$ cat src/rtl/xrv_pkg.sv
// Shared types and constants for the xrv core memory subsystem.
//   arb_state_t  : response tracking state of the memory arbiter
//   XRV_STARVE_W : width of the arbiter fetch-starvation counter
package xrv_pkg;

    typedef enum logic [1:0] {
        IDLE      = 2'd0,
        RESP_IF   = 2'd1,
        RESP_LS   = 2'd2,
        RESP_DROP = 2'd3
    } arb_state_t;

    localparam int XRV_STARVE_W = 4;

endpackage

$ cat src/rtl/xrv_mem_arb.sv
// Single-port memory arbiter for the xrv core.
// Shares one synchronous SRAM port (1-cycle read latency) between the
// instruction fetcher (read-only) and the load/store unit (read/write).
// Load/store has priority; a starvation counter forces a fetch grant after
// STARVE_MAX consecutive load/store grants while a fetch is waiting.
// Read data is routed back to whichever requester owned the previous
// cycle's access; a fetch response is suppressed by a jump flush.
//
// Ports:
//   clk, rstb                     clock, asynchronous active-low reset
//   if_req/if_addr/if_flush       fetch request, byte address, jump flush
//   if_gnt/if_rdata/if_rvalid     fetch grant, read data, data valid
//   ls_req/ls_we/ls_be/ls_addr/ls_wdata   load/store request
//   ls_gnt/ls_rdata/ls_rvalid     load/store grant, load data, valid/ack
//   mem_en/mem_we/mem_be/mem_addr/mem_wdata  memory request port
//   mem_rdata                     memory read data, 1 cycle after mem_en
module xrv_mem_arb
    import xrv_pkg::*;
#(
    parameter int STARVE_MAX = 4,
    parameter int MEM_AW     = 32
) (
    input  logic              clk,
    input  logic              rstb,
    input  logic              if_req,
    input  logic [31:0]       if_addr,
    input  logic              if_flush,
    output logic              if_gnt,
    output logic [31:0]       if_rdata,
    output logic              if_rvalid,
    input  logic              ls_req,
    input  logic              ls_we,
    input  logic [3:0]        ls_be,
    input  logic [31:0]       ls_addr,
    input  logic [31:0]       ls_wdata,
    output logic              ls_gnt,
    output logic [31:0]       ls_rdata,
    output logic              ls_rvalid,
    output logic              mem_en,
    output logic              mem_we,
    output logic [3:0]        mem_be,
    output logic [MEM_AW-1:0] mem_addr,
    output logic [31:0]       mem_wdata,
    input  logic [31:0]       mem_rdata
);

    localparam logic [XRV_STARVE_W-1:0] STARVE_LIM = XRV_STARVE_W'(STARVE_MAX);

    logic [XRV_STARVE_W-1:0] starve_cnt;
    arb_state_t              state;
    logic                    force_if;
    logic [31:0]             sel_addr;

    assign force_if = (starve_cnt == STARVE_LIM);

    // Grants are combinational; gating with rstb keeps the port quiet while
    // reset is held, independent of requester activity.
    assign ls_gnt = rstb & ls_req & ~force_if;
    assign if_gnt = rstb & if_req & ~if_flush & (~ls_req | force_if);
    assign mem_en = if_gnt | ls_gnt;

    always_comb begin
        mem_we    = 1'b0;
        mem_be    = '0;
        mem_wdata = '0;
        sel_addr  = '0;
        if (ls_gnt) begin
            mem_we    = ls_we;
            mem_be    = ls_be;
            mem_wdata = ls_wdata;
            sel_addr  = ls_addr;
        end else if (if_gnt) begin
            mem_be    = '1;
            sel_addr  = if_addr;
        end
    end

    // Word-aligned address: low two byte-offset bits forced to zero.
    assign mem_addr = MEM_AW'(sel_addr & 32'hFFFF_FFFC);

    // Response state records the owner of this cycle's access so the
    // read data arriving next cycle is routed to it. RESP_DROP exists for
    // a pipelined-flush variant; with a combinational flush it is never
    // entered and simply produces no response.
    always_ff @(posedge clk or negedge rstb) begin
        if (!rstb) begin
            state      <= IDLE;
            starve_cnt <= '0;
        end else begin
            if (ls_gnt)
                state <= RESP_LS;
            else if (if_gnt)
                state <= RESP_IF;
            else
                state <= IDLE;

            if (!if_req || if_gnt)
                starve_cnt <= '0;
            else if (ls_gnt && !force_if)
                starve_cnt <= starve_cnt + 1'b1;
        end
    end

    // A flush arriving while a fetch read is in flight kills that response.
    assign if_rvalid = (state == RESP_IF) & ~if_flush;
    assign ls_rvalid = (state == RESP_LS);
    assign if_rdata  = if_rvalid ? mem_rdata : '0;
    assign ls_rdata  = ls_rvalid ? mem_rdata : '0;

endmodule

$ cat config.mk
export PLATFORM = sky130hd
export DESIGN_NAME = xrv_mem_arb
export DESIGN_NICKNAME = d
export VERILOG_FILES = /design/src/rtl/xrv_pkg.sv /design/src/rtl/xrv_mem_arb.sv
export SDC_FILE = /design/constraint.sdc
export NUM_CORES = 1
export LEC_CHECK = 0
export ABC_CLOCK_PERIOD_IN_PS = 1400
export CAP_MARGIN = 15
export CELL_PAD_IN_SITES_DETAIL_PLACEMENT = 0
export CELL_PAD_IN_SITES_GLOBAL_PLACEMENT = 1
export CORE_MARGIN = 2
export CORE_UTILIZATION = 11
export DETAILED_ROUTE_END_ITERATION = 12
export PLACE_DENSITY_LB_ADDON = 0.1
export SYNTH_ARGS = -nofsm -noshare
export SYNTH_HDL_FRONTEND = slang
export SYNTH_SLANG_ARGS = --single-unit
$ cat constraint.sdc
create_clock -name clk -period 1.4 [get_ports clk]
set_input_delay 0.21 -clock clk [delete_from_list [all_inputs] [get_ports clk]]
set_output_delay 0.21 -clock clk [all_outputs]
set_load 0.02 [all_outputs]
==> implementation parameters <==
Parameter                              Value

Floorplan
  Chip Width    around 130 um
  Die height    approximately 130 um
  Initial cell density of the core    between 10% and 20%
  Total I/O pin count    about 280
  # rows    45
  Die area    roughly 0.016 mm2
  Placeable core region    between 0.015 and 0.02 mm2

Layout
  Non-filler cells in the finished layout    768
  Sequential cell area    approximately 150 um2
  Total area of multi-input combinational cells    between 0.002 and 0.0025 mm2
  Cell area after layout    between 0.006 and 0.007 mm2
  Fraction of layout cells with a size suffix above 1    between 60% and 70%
  Post-route core utilization    roughly 42%
  Synth-to-Final Area Change    279%
  Fill cell instance count of the final layout    1455
  Final #Nets    roughly 700

CTS
  TritonCTS Sinks    6
  TritonCTS clock tree    yes
  Clock input transition at the sequential cells of the worst setup and hold paths    about 0.030 ns
  Max clock buf depth    2
  CTS buffer count    3
  Worst-Skew Late Latency    ~0.23 ns
  CTS H-tree depth    1
  CTS Root Buffer Type    sky130_fd_sc_hd__clkbuf_16
  CTS hold repair buffers    0

Drt
  Vias    2989
  Number of vias per cell    a little under 4
  DRC errors left    0
  Starting DRC count in detailed routing    58
  Post-detailed-routing wire length    between 10 and 15 mm
  Count of nets left with antenna violations after detail routing    0
  Number of iterations in the first detailed-routing pass    2
  Wire per inst    roughly 14 um

Logic synthesis
  Adder-cell area share of the yosys netlist    between 1 and 1.5%
  Library cell occupying the most area in the post-synthesis netlist    sky130_fd_sc_hd__and2_1
  Number of unique standard cell types used by synthesis    28
  Post-Synth XOR/XNOR Area    0%
  Avg Inst Size Synth    between 6 and 7 um2
  Post-Syn Instances    approximately 250
  Most used DFF post-synth    sky130_fd_sc_hd__dfrtp_1
  Post-synthesis share of cell area spent on and, or, nand and nor gates    roughly 57%
  FFs w/ async S/R, synth    between 90% and 100%
  Share of synthesized area occupied by flip-flops and latches    slightly below 9%
  Largest cells by area after synthesis    sky130_fd_sc_hd__and2_1 (36%), sky130_fd_sc_hd__mux2i_1 (18%), sky130_fd_sc_hd__nand2_1 (13%)
  Library cell with the highest instance count after synthesis    sky130_fd_sc_hd__and2_1
  Compound-gate portion of the synthesized area    ~6.4%
  #FFs+latches synth    6
  Proportion of netlist area held by the largest area contributor    about 36%
  Proportion of synthesized area in mux cells    approximately 18%
  Largest family of logic cells by synthesized area    simple AND/OR/NAND/NOR gates
  Cell area after synthesis    0.00170 mm2
  Warning count from the yosys run    0
  EDFF count, synth    0
  Leading post-synthesis cells by instance count    sky130_fd_sc_hd__and2_1 (97), sky130_fd_sc_hd__nand2_1 (61), sky130_fd_sc_hd__mux2i_1 (31), sky130_fd_sc_hd__clkbuf_1 (11), sky130_fd_sc_hd__buf_2 (8)

Pwr
  Worst-case vdd ir drop    approximately 250 uV
  Relative contribution of sequential cells to total power    under 10%
  Total power per unit cell area    355 mW/mm2
  Sw Ratio    31.4%
  Overall power consumption    2.28 mW
  Combinational power share    a little under three quarters
  Cell Int Power    approximately 1.6 mW
  Relative contribution of the clock network to total power    between 20% and 30%
  Switching power total    just over 0.7 mW
  Cell leakage power    ~2.9 nW

Global routing
  Vias in the first global route    roughly 3000
  Number of antenna violations at the first check in global routing    1
  GRT Overall Usage    about an eighth
  Global-route wire length before repair    between 15 and 20 mm
  Largest net degree at the start of global routing    24
  Aggregate global routing overflow    0

Timing
  RSZ-0062 raised after global routing    true
  Count of endpoints failing setup in the final report    about 140
  Total Neg Setup Slack    -53.20 ns
  Share of the clock period used by the worst path    146%
  Final critical delay including setup and external delays    ~2.0 ns
  Worst setup slack after layout    -0.638 ns
  Post-route clock skew    about 0.00061 ns
  Maximum operating frequency    about 490 MHz
  Max-slew violations    0
  Final count of hold timing violations    0

Setup path
  Endpoint required time on the critical path    about 1.2 ns
  Startpoint types    flop
  Crit Path Max Fanout    11
  Most numerous cell on the critical path    sky130_fd_sc_hd__buf_12
  Sort of element at the end of the critical path    output pin
  Cells traversed along the worst timing path    inv_2, ha_4, nand3b_4, buf_12, and3_4, buf_12, or2_4, buf_6
  Arrival time at the worst endpoint    1.83 ns
  WS Path Type    flop to output pin
  Longest individual stage delay on the worst path    about 0.38 ns
  Worst path slowest cell    sky130_fd_sc_hd__dfrtp_1

Place
  Number of port buffers    ~270
  Cell total after placement    roughly 700
  Placed standard-cell area    0.00532 mm2
  HPWL Detailed    approximately 8.2 mm
  Weighted congestion at the end of routability-driven global placement    slightly above 0.7

Run
  Max capacitance violation total    0

Run status
  Failing checks    negative setup slack
  Run status    finished, violations left

Hold path
  Hold/Removal Path Class    primary input to asynchronous set/reset pin
sequential cells by signal (all words and copies together) (netlist names):
signal and flops:
starve_cnt 4, state 2
worst paths after layout:
check | start | to | slack, ns | cells after the start
setup / recovery | starve_cnt[1]$_DFFE_PN0P_ | mem_en | -0.64 | 8
hold / removal | rstb | state[0]$_DFF_PN0_ | 0.12 | 3
setup reg to reg | starve_cnt[1]$_DFFE_PN0P_ | starve_cnt[0]$_DFFE_PN0P_ | -0.38 | 9
hold reg to reg | starve_cnt[3]$_DFFE_PN0P_ | starve_cnt[3]$_DFFE_PN0P_ | 0.67 | 3
max in group asynchronous | rstb | starve_cnt[1]$_DFFE_PN0P_ | 1.01 | 5
min in group clk | ls_req | state[0]$_DFF_PN0_ | 0.67 | 3
per-stage QoR:
step                      worst slack (ns)  hold slack (ns)
final                               -0.638            0.115
after global routing                -0.691            0.161
after CTS                           -0.653            0.152
after detailed placement            -0.863            0.539
after global placement              -0.874            0.531
after floorplan                     -0.154          -0.0856
kinds of logic (layout without fill, tap and decap cells):
| group | Yosys count | after routing |
|---|---|---|
| muxes | 31 | 31 |
| DFF | 6 | 6 |
| adders and majority gates | 2 | 2 |
| and+or+nand+nor | 173 | 173 |
| AOI/OAI and AO/OA | 14 | 14 |
| other | 1 | 3 |
| buffers and inverters | 27 | 351 |
placed cells by master, fill, tap and decap left out, types with 2 or more instances in the layout:
cell,count
sky130_fd_sc_hd__mux2i_4,30
sky130_fd_sc_hd__and3b_1,2
sky130_fd_sc_hd__a21boi_1,2
sky130_fd_sc_hd__o211ai_1,2
sky130_fd_sc_hd__buf_6,166
sky130_fd_sc_hd__clkdlybuf4s50_1,130
sky130_fd_sc_hd__and2_4,97
sky130_fd_sc_hd__nor2b_1,2
sky130_fd_sc_hd__buf_4,16
sky130_fd_sc_hd__buf_16,3
sky130_fd_sc_hd__dfrtp_1,6
sky130_fd_sc_hd__buf_8,7
sky130_fd_sc_hd__o31ai_2,2
sky130_fd_sc_hd__buf_2,3
sky130_fd_sc_hd__dlygate4sd2_1,2
sky130_fd_sc_hd__inv_2,2
sky130_fd_sc_hd__nand2_1,60
sky130_fd_sc_hd__nand3_1,2
sky130_fd_sc_hd__clkbuf_16,3
sky130_fd_sc_hd__a21o_1,4
sky130_fd_sc_hd__buf_12,17
sky130_fd_sc_hd__conb_1,2
per-layer routing:
metal  part of all wire [%]  global-route usage (%)  up-vias
li1                       -                       -     1463
met1                     32                    11.7     1349
met2                     56                    25.3      165
met3                     10                    4.47       10
met4                    2.0                    4.33        2
met5                  0.055                       0        -
area by class of cell:
cell class / count / area share (%)
antenna: 1 / 0.0389
clock buffer: 3 / 1.17
inverter: 3 / 0.175
multi-input combinational: 222 / 32.6
sequential: 6 / 2.33
tap: 188 / 3.65
timing repair buffer: 345 / 60.0
what timing repair did:
action                                  CTS  global route
setup buffers                            36            12
pin swaps                                26            28
resized for setup                       850           100
endpoints found under the setup margin  140           139
cloned                                    7             0
worst max-delay path: cells and delay by family, from the launching register on:
kind / cells / cell delay (ns)
fa+ha+maj: 1 / 0.14
buf+inv: 4 / 0.49
flops: 1 / 0.38
simple gates: 3 / 0.56
power by group through the flow:
stage	logic, mW	clock network, mW	registers, mW
final	1.63	0.467	0.184
after global routing	1.73	0.499	0.184
after CTS	1.56	0.477	0.184
after detailed placement	1.37	0	0.185
after global placement	1.37	0	0.185
after floorplan	0.616	0	0.186
(Power assumes the default switching activity.)
==> RTL change 1 (same flow settings) <==
The parameter `MEM_AW` goes from 32 to 16.
--- a/src/rtl/xrv_mem_arb.sv
+++ b/src/rtl/xrv_mem_arb.sv
@@ -20,3 +20,3 @@
     parameter int STARVE_MAX = 4,
-    parameter int MEM_AW     = 32
+    parameter int MEM_AW     = 16
 ) (
Interface: changed (resized mem_addr); port bits go from 276 to 260. No check against the original RTL was run, so the function may have changed too.
==> RTL change 1 against the original RTL <==
  * The run still ends with negative setup slack left
  * Critical path depth unchanged
  * Worst setup slack better by 0.076 ns
  * Synthesized area down 18%
  * Power down 17%
  * Cell area down 20%
  * Worst hold slack better by 0.29 ns
  * Clock skew about the same
  * Count of clock-buffer cells in the layout unchanged
  * Sequential cell count unchanged
  * Wire length down 21%
  * Critical endpoint is now mem_wdata[3]
  * Largest power group unchanged
==> RTL change 1: results (changes against the original RTL) <==
[placement]
finalWeightedCongestion=0.730  ; was 0.704
hpwlAfterDp_mm=6.21  ; was 8.19 mm
port_buffers=221  ; was 269
dp_slack_ns=-0.891  ; was -0.863 ns
dpl_cell_area_mm2=0.00425  ; was 0.00532 mm^2

[timing]
tns_ns=-38.77  ; was -53.20 ns
skew_ns=0.000441  ; was 0.000608 ns
setup_slack_ns=-0.562  ; was -0.638 ns
setup_viol_count_final=118  ; was 137

[logic_synthesis]
syn_inst=200  ; was 254
yosysSeqAreaShare=0.107  ; was 0.0885
ys_types=31  ; was 28
synth_common_cells=and2_1 (97), nand2_1 (28), mux2i_1 (15)  ; was and2_1 (97), nand2_1 (61), mux2i_1 (31)
synth_area_leaders=and2_1 (43%), dfrtp_1 (11%), mux2i_1 (11%)  ; was and2_1 (36%), mux2i_1 (18%), nand2_1 (13%)

[setup_path]
startpoint=starve_cnt[0]$_DFFE_PN0P_  ; was starve_cnt[1]$_DFFE_PN0P_
reg2reg_from=starve_cnt[0]$_DFFE_PN0P_  ; was starve_cnt[1]$_DFFE_PN0P_
reg2reg_slack_ns=-0.45  ; was -0.38 ns
cp_max_fo=12  ; was 11
ff2ff_path_depth=8  ; was 9
endpoint=mem_wdata[3]  ; was mem_en

[power]
ir_drop_mv=0.300  ; was 0.247 mV
internal-power_mw=1.32  ; was 1.57 mW
power.leakage_nw=2.34  ; was 2.86 nW

[detailed_routing]
via_per_inst=3.69  ; was 3.89
drtIter0Drc=32  ; was 58
drt-pass1-iter-count=4  ; was 2
routed_wl_mm=8.65  ; was 11.0 mm

[finish]
area_delta_synth_final_pct=267  ; was 279%
nets=609  ; was 721
num_antenna_cells=0  ; was 1
fillCellCount=1253  ; was 1,455
drive_above_1_share=0.662  ; was 0.615
finalNonFillerCells=639  ; was 768
largestRegisters=starve_cnt (4), state (2)  ; unchanged

[grt]
grt_max_degree=25  ; was 24
grt_first_pass_wirelength_mm=12.2  ; was 16.0 mm
grt_antenna_before_repair=0  ; was 1
grt.total_usage=0.115  ; was 0.127

[job]
cap_violations=0  ; unchanged

[outcome]
violations=negative setup slack  ; unchanged
outcome=finished with violations  ; unchanged

[clock_network]
cts_buffers=3  ; unchanged

## RTL change 1: cell types whose count changed after synthesis
cell / before / now
buf_4: 5 / 4
clkbuf_1: 11 / 7
buf_6: 0 / 1
nand2_2: 0 / 1
clkbuf_2: 0 / 2
buf_2: 8 / 4
mux2i_1: 31 / 15
nand2_1: 61 / 28
## RTL change 1: worst min-delay path by stage
stage                     slack [ns]  cells after the start                   endpoint                       from
after global routing            0.41                      2  starve_cnt[0]$_DFFE_PN0P_                       rstb
final                           0.40                      2  starve_cnt[3]$_DFFE_PN0P_                       rstb
after floorplan                -0.09                      0  starve_cnt[0]$_DFFE_PN0P_                       rstb
after detailed placement        0.65                      2  starve_cnt[0]$_DFFE_PN0P_  starve_cnt[0]$_DFFE_PN0P_
after global placement          0.64                      3  starve_cnt[3]$_DFFE_PN0P_  starve_cnt[3]$_DFFE_PN0P_
after CTS                       0.40                      2  starve_cnt[2]$_DFFE_PN0P_                       rstb
## RTL change 1: cells by family after synthesis
| logic type | synth area share |
|---|---|
| AO/OA/AOI/OAI | 0.0779 |
| multiplexers | 0.107 |
| flip-flops | 0.107 |
| adder cells (fa/ha/maj) | 0.0179 |
| other | 0.00268 |
| buffers and inverters | 0.0779 |
| AND/OR/NAND/NOR | 0.609 |
## RTL change 1: metal layers
metal	wire (um)	up-vias	GRT usage
li1	-	1167	-
met2	4760	127	0.234
met4	69	0	0.0282
met3	946	4	0.0270
met1	2880	1061	0.114
met5	0	-	0
## RTL change 1: critical path: cells and delay by family, from the launching register on
| kind | cells | cell delay, ns |
|---|---|---|
| DFF | 1 | 0.39 |
| buffers and inverters | 4 | 0.47 |
| adders and majority gates | 1 | 0.15 |
| and+or+nand+nor | 3 | 0.50 |
## RTL change 1: what timing repair did
action,4_1_cts,5_1_grt
hold buffers,0,0
buffers inserted,27,9
gates cloned,5,0
setup endpoints to repair,124,124
resized for setup,724,97
pin swaps,15,33
## RTL change 1: final cells by class
| class | count | share of cell area |
|---|---|---|
| Multi-Input combinational cell | 174 | 0.316 |
| Inverter | 3 | 0.00219 |
| Clock buffer | 3 | 0.0146 |
| Timing Repair Buffer | 281 | 0.596 |
| Sequential cell | 6 | 0.0293 |
| Tap cell | 172 | 0.0419 |
## RTL change 1: power by group through the flow
stage / Clock (mW) / Sequential (mW) / Combinational, mW
2_1_floorplan: 0 / 0.186 / 0.443
3_3_place_gp: 0 / 0.186 / 1.03
3_5_place_dp: 0 / 0.185 / 1.03
4_1_cts: 0.479 / 0.183 / 1.18
5_1_grt: 0.484 / 0.184 / 1.31
6_report: 0.472 / 0.184 / 1.24
==> RTL change 2 (same flow settings) <==
Made on the original files. One comparison of `starve_cnt` changes from == to >=.
--- a/src/rtl/xrv_mem_arb.sv
+++ b/src/rtl/xrv_mem_arb.sv
@@ -53,3 +53,3 @@
 
-    assign force_if = (starve_cnt == STARVE_LIM);
+    assign force_if = (starve_cnt >= STARVE_LIM);
 
Formal check against the unedited RTL: same outputs for any inputs over 10 cycles, from zero or initial values and one cycle with rstb low; that may be too few to reach the edited logic, so the function may still have changed.
==> RTL change 2 against the original RTL <==
  * The flow still finishes with violations (negative setup slack)
  * Non-clock buffer count is 3 lower
  * Cell area down 10%
  * Critical path depth decreased by 3
  * First-iteration DRC count is 12% higher
  * Synthesized area shrank 24%
  * Wire length down 5.9%
  * Register-to-register slack better by 0.02 ns
  * Sequential cell count unchanged
  * Power fell by 5.5%
  * Sequential power barely moved
  * Worst hold slack improved by 0.13 ns
  * Clock power increased by 3%
  * Worst setup slack got worse by 0.0057 ns
  * Combinational power fell by 9%
  * Largest cell class unchanged
  * Largest power group unchanged
==> RTL change 2: results (changes against the original RTL) <==
[outcome]
outcome=finished with violations  ; unchanged
violations=negative setup slack  ; unchanged

[logic_synthesis]
synth_mux_area_frac=0.00773  ; was 0.183
yosysSeqAreaShare=0.116  ; was 0.0885
synth_common_cells=and2_1 (97), a22o_1 (30), clkbuf_1 (12)  ; was and2_1 (97), nand2_1 (61), mux2i_1 (31)
synth-adder-area-share=0.00966  ; was 0.0147
synth_compound_area_frac=0.236  ; was 0.0642
synthXorXnorAreaFrac=0.00676  ; was 0

[detailed_routing]
routed_wl_mm=10.3  ; was 11.0 mm
wire_per_inst_um=16.0  ; was 14.3 um
drt-pass1-iter-count=4  ; was 2

[finish]
nets=644  ; was 721
num_antenna_cells=0  ; was 1
fillCellCount=1089  ; was 1,455
drive_above_1_share=0.688  ; was 0.615

[placement]
dp_slack_ns=-1.18  ; was -0.863 ns
hpwlAfterDp_mm=6.85  ; was 8.19 mm
finalWeightedCongestion=0.724  ; was 0.704
placed_cells=581  ; was 719

[setup_path]
ff2ff_path_depth=7  ; was 9
slowest_delay_ns=0.45  ; was 0.38 ns
cp_max_fo=5  ; was 11
reg2reg_slack_ns=-0.36  ; was -0.38 ns
slowest_stage=or3b_4  ; was dfrtp_1
worstReg2RegEnd=starve_cnt[2]$_DFFE_PN0P_  ; was starve_cnt[0]$_DFFE_PN0P_

[grt]
grt_max_degree=21  ; was 24
grt_antenna_before_repair=0  ; was 1

[power]
pg_comb_mw=1.49  ; was 1.63 mW
p_seq_frac=0.086  ; was 0.080
ir_drop_mv=0.273  ; was 0.247 mV
power.leakage_nw=2.72  ; was 2.86 nW

[timing]
setup_viol_count_final=139  ; was 137
setup_slack_ns=-0.644  ; was -0.638 ns

## RTL change 2: cell types whose count changed after synthesis, sizes merged, moves of 2 or more
| cell | delta |
|---|---|
| buf | -5 |
| o21a | +3 |
| mux2i | -30 |
| o211ai | -2 |
| nand3 | -2 |
| a21o | -3 |
| a22o | +30 |
| inv | -3 |
| nand2 | -61 |
| nor2b | -2 |
| o31ai | -2 |
| nor3b | +3 |
| a21boi | -3 |
## RTL change 2: cells by family after synthesis
family	Yosys count
muxes	1
xor gates and xnor gates	1
and+or+nand+nor	108
buffers and inverters	20
AOI/OAI and AO/OA	36
adders and majority gates	1
other	1
DFF	6
## RTL change 2: worst reg2reg max path, cell delays in order (launching register included)
cell	delay [ns]
dfrtp_1	0.38
or3b_4	0.45
and4b_4	0.26
buf_6	0.13
buf_6	0.10
buf_6	0.11
buf_6	0.11
nor3b_2	0.15
## RTL change 2: layout make-up
cell class,instances,area (um^2),area share
Clock buffer,3,75.1,0.0130
Multi-Input combinational cell,152,1590,0.276
Timing Repair Buffer,342,3770,0.654
Sequential cell,6,150,0.0261
Tap cell,143,179,0.0311
## RTL change 2: worst max path at each step
| stage | start | slack (ns) | cells after the start | to |
|---|---|---|---|---|
| 6_report | starve_cnt[3]$_DFFE_PN0P_ | -0.64 | 5 | mem_addr[8] |
| 3_3_place_gp | ls_req | -1.18 | 5 | mem_addr[25] |
| 5_1_grt | starve_cnt[3]$_DFFE_PN0P_ | -0.68 | 5 | mem_addr[8] |
| 3_5_place_dp | ls_req | -1.18 | 5 | mem_addr[25] |
| 2_1_floorplan | starve_cnt[3]$_DFFE_PN0P_ | -0.27 | 5 | mem_addr[10] |
| 4_1_cts | starve_cnt[3]$_DFFE_PN0P_ | -0.64 | 5 | mem_addr[8] |
## RTL change 2: metrics by stage
stage	instance area [um^2]	setup TNS [ns]	util	hold slack [ns]
finish	5760	-50.34	0.502	0.244
global route	5760	-57.14	0.502	0.261
CTS	5610	-54.99	0.489	0.223
detailed placement	4480	-113.56	0.391	0.546
global placement	4480	-113.75	0.391	0.537
floorplan	1620	-7.60	-	-0.0856
## RTL change 2: timing repair
action / in CTS / in global routing
setup endpoints to repair: 140 / 140
pin swaps: 23 / 32
gates resized for setup: 917 / 58
gates cloned: 12 / 3
hold endpoints to repair: 0 / 0
setup buffers: 46 / 17
## RTL change 2: routing by layer
metal  up-vias  wire (um)  GRT usage
met3         7        983     0.0432
li1       1255          -          -
met1      1219       3490      0.161
met4         0        116     0.0341
met5         -          0          0
met2       161       5730      0.303
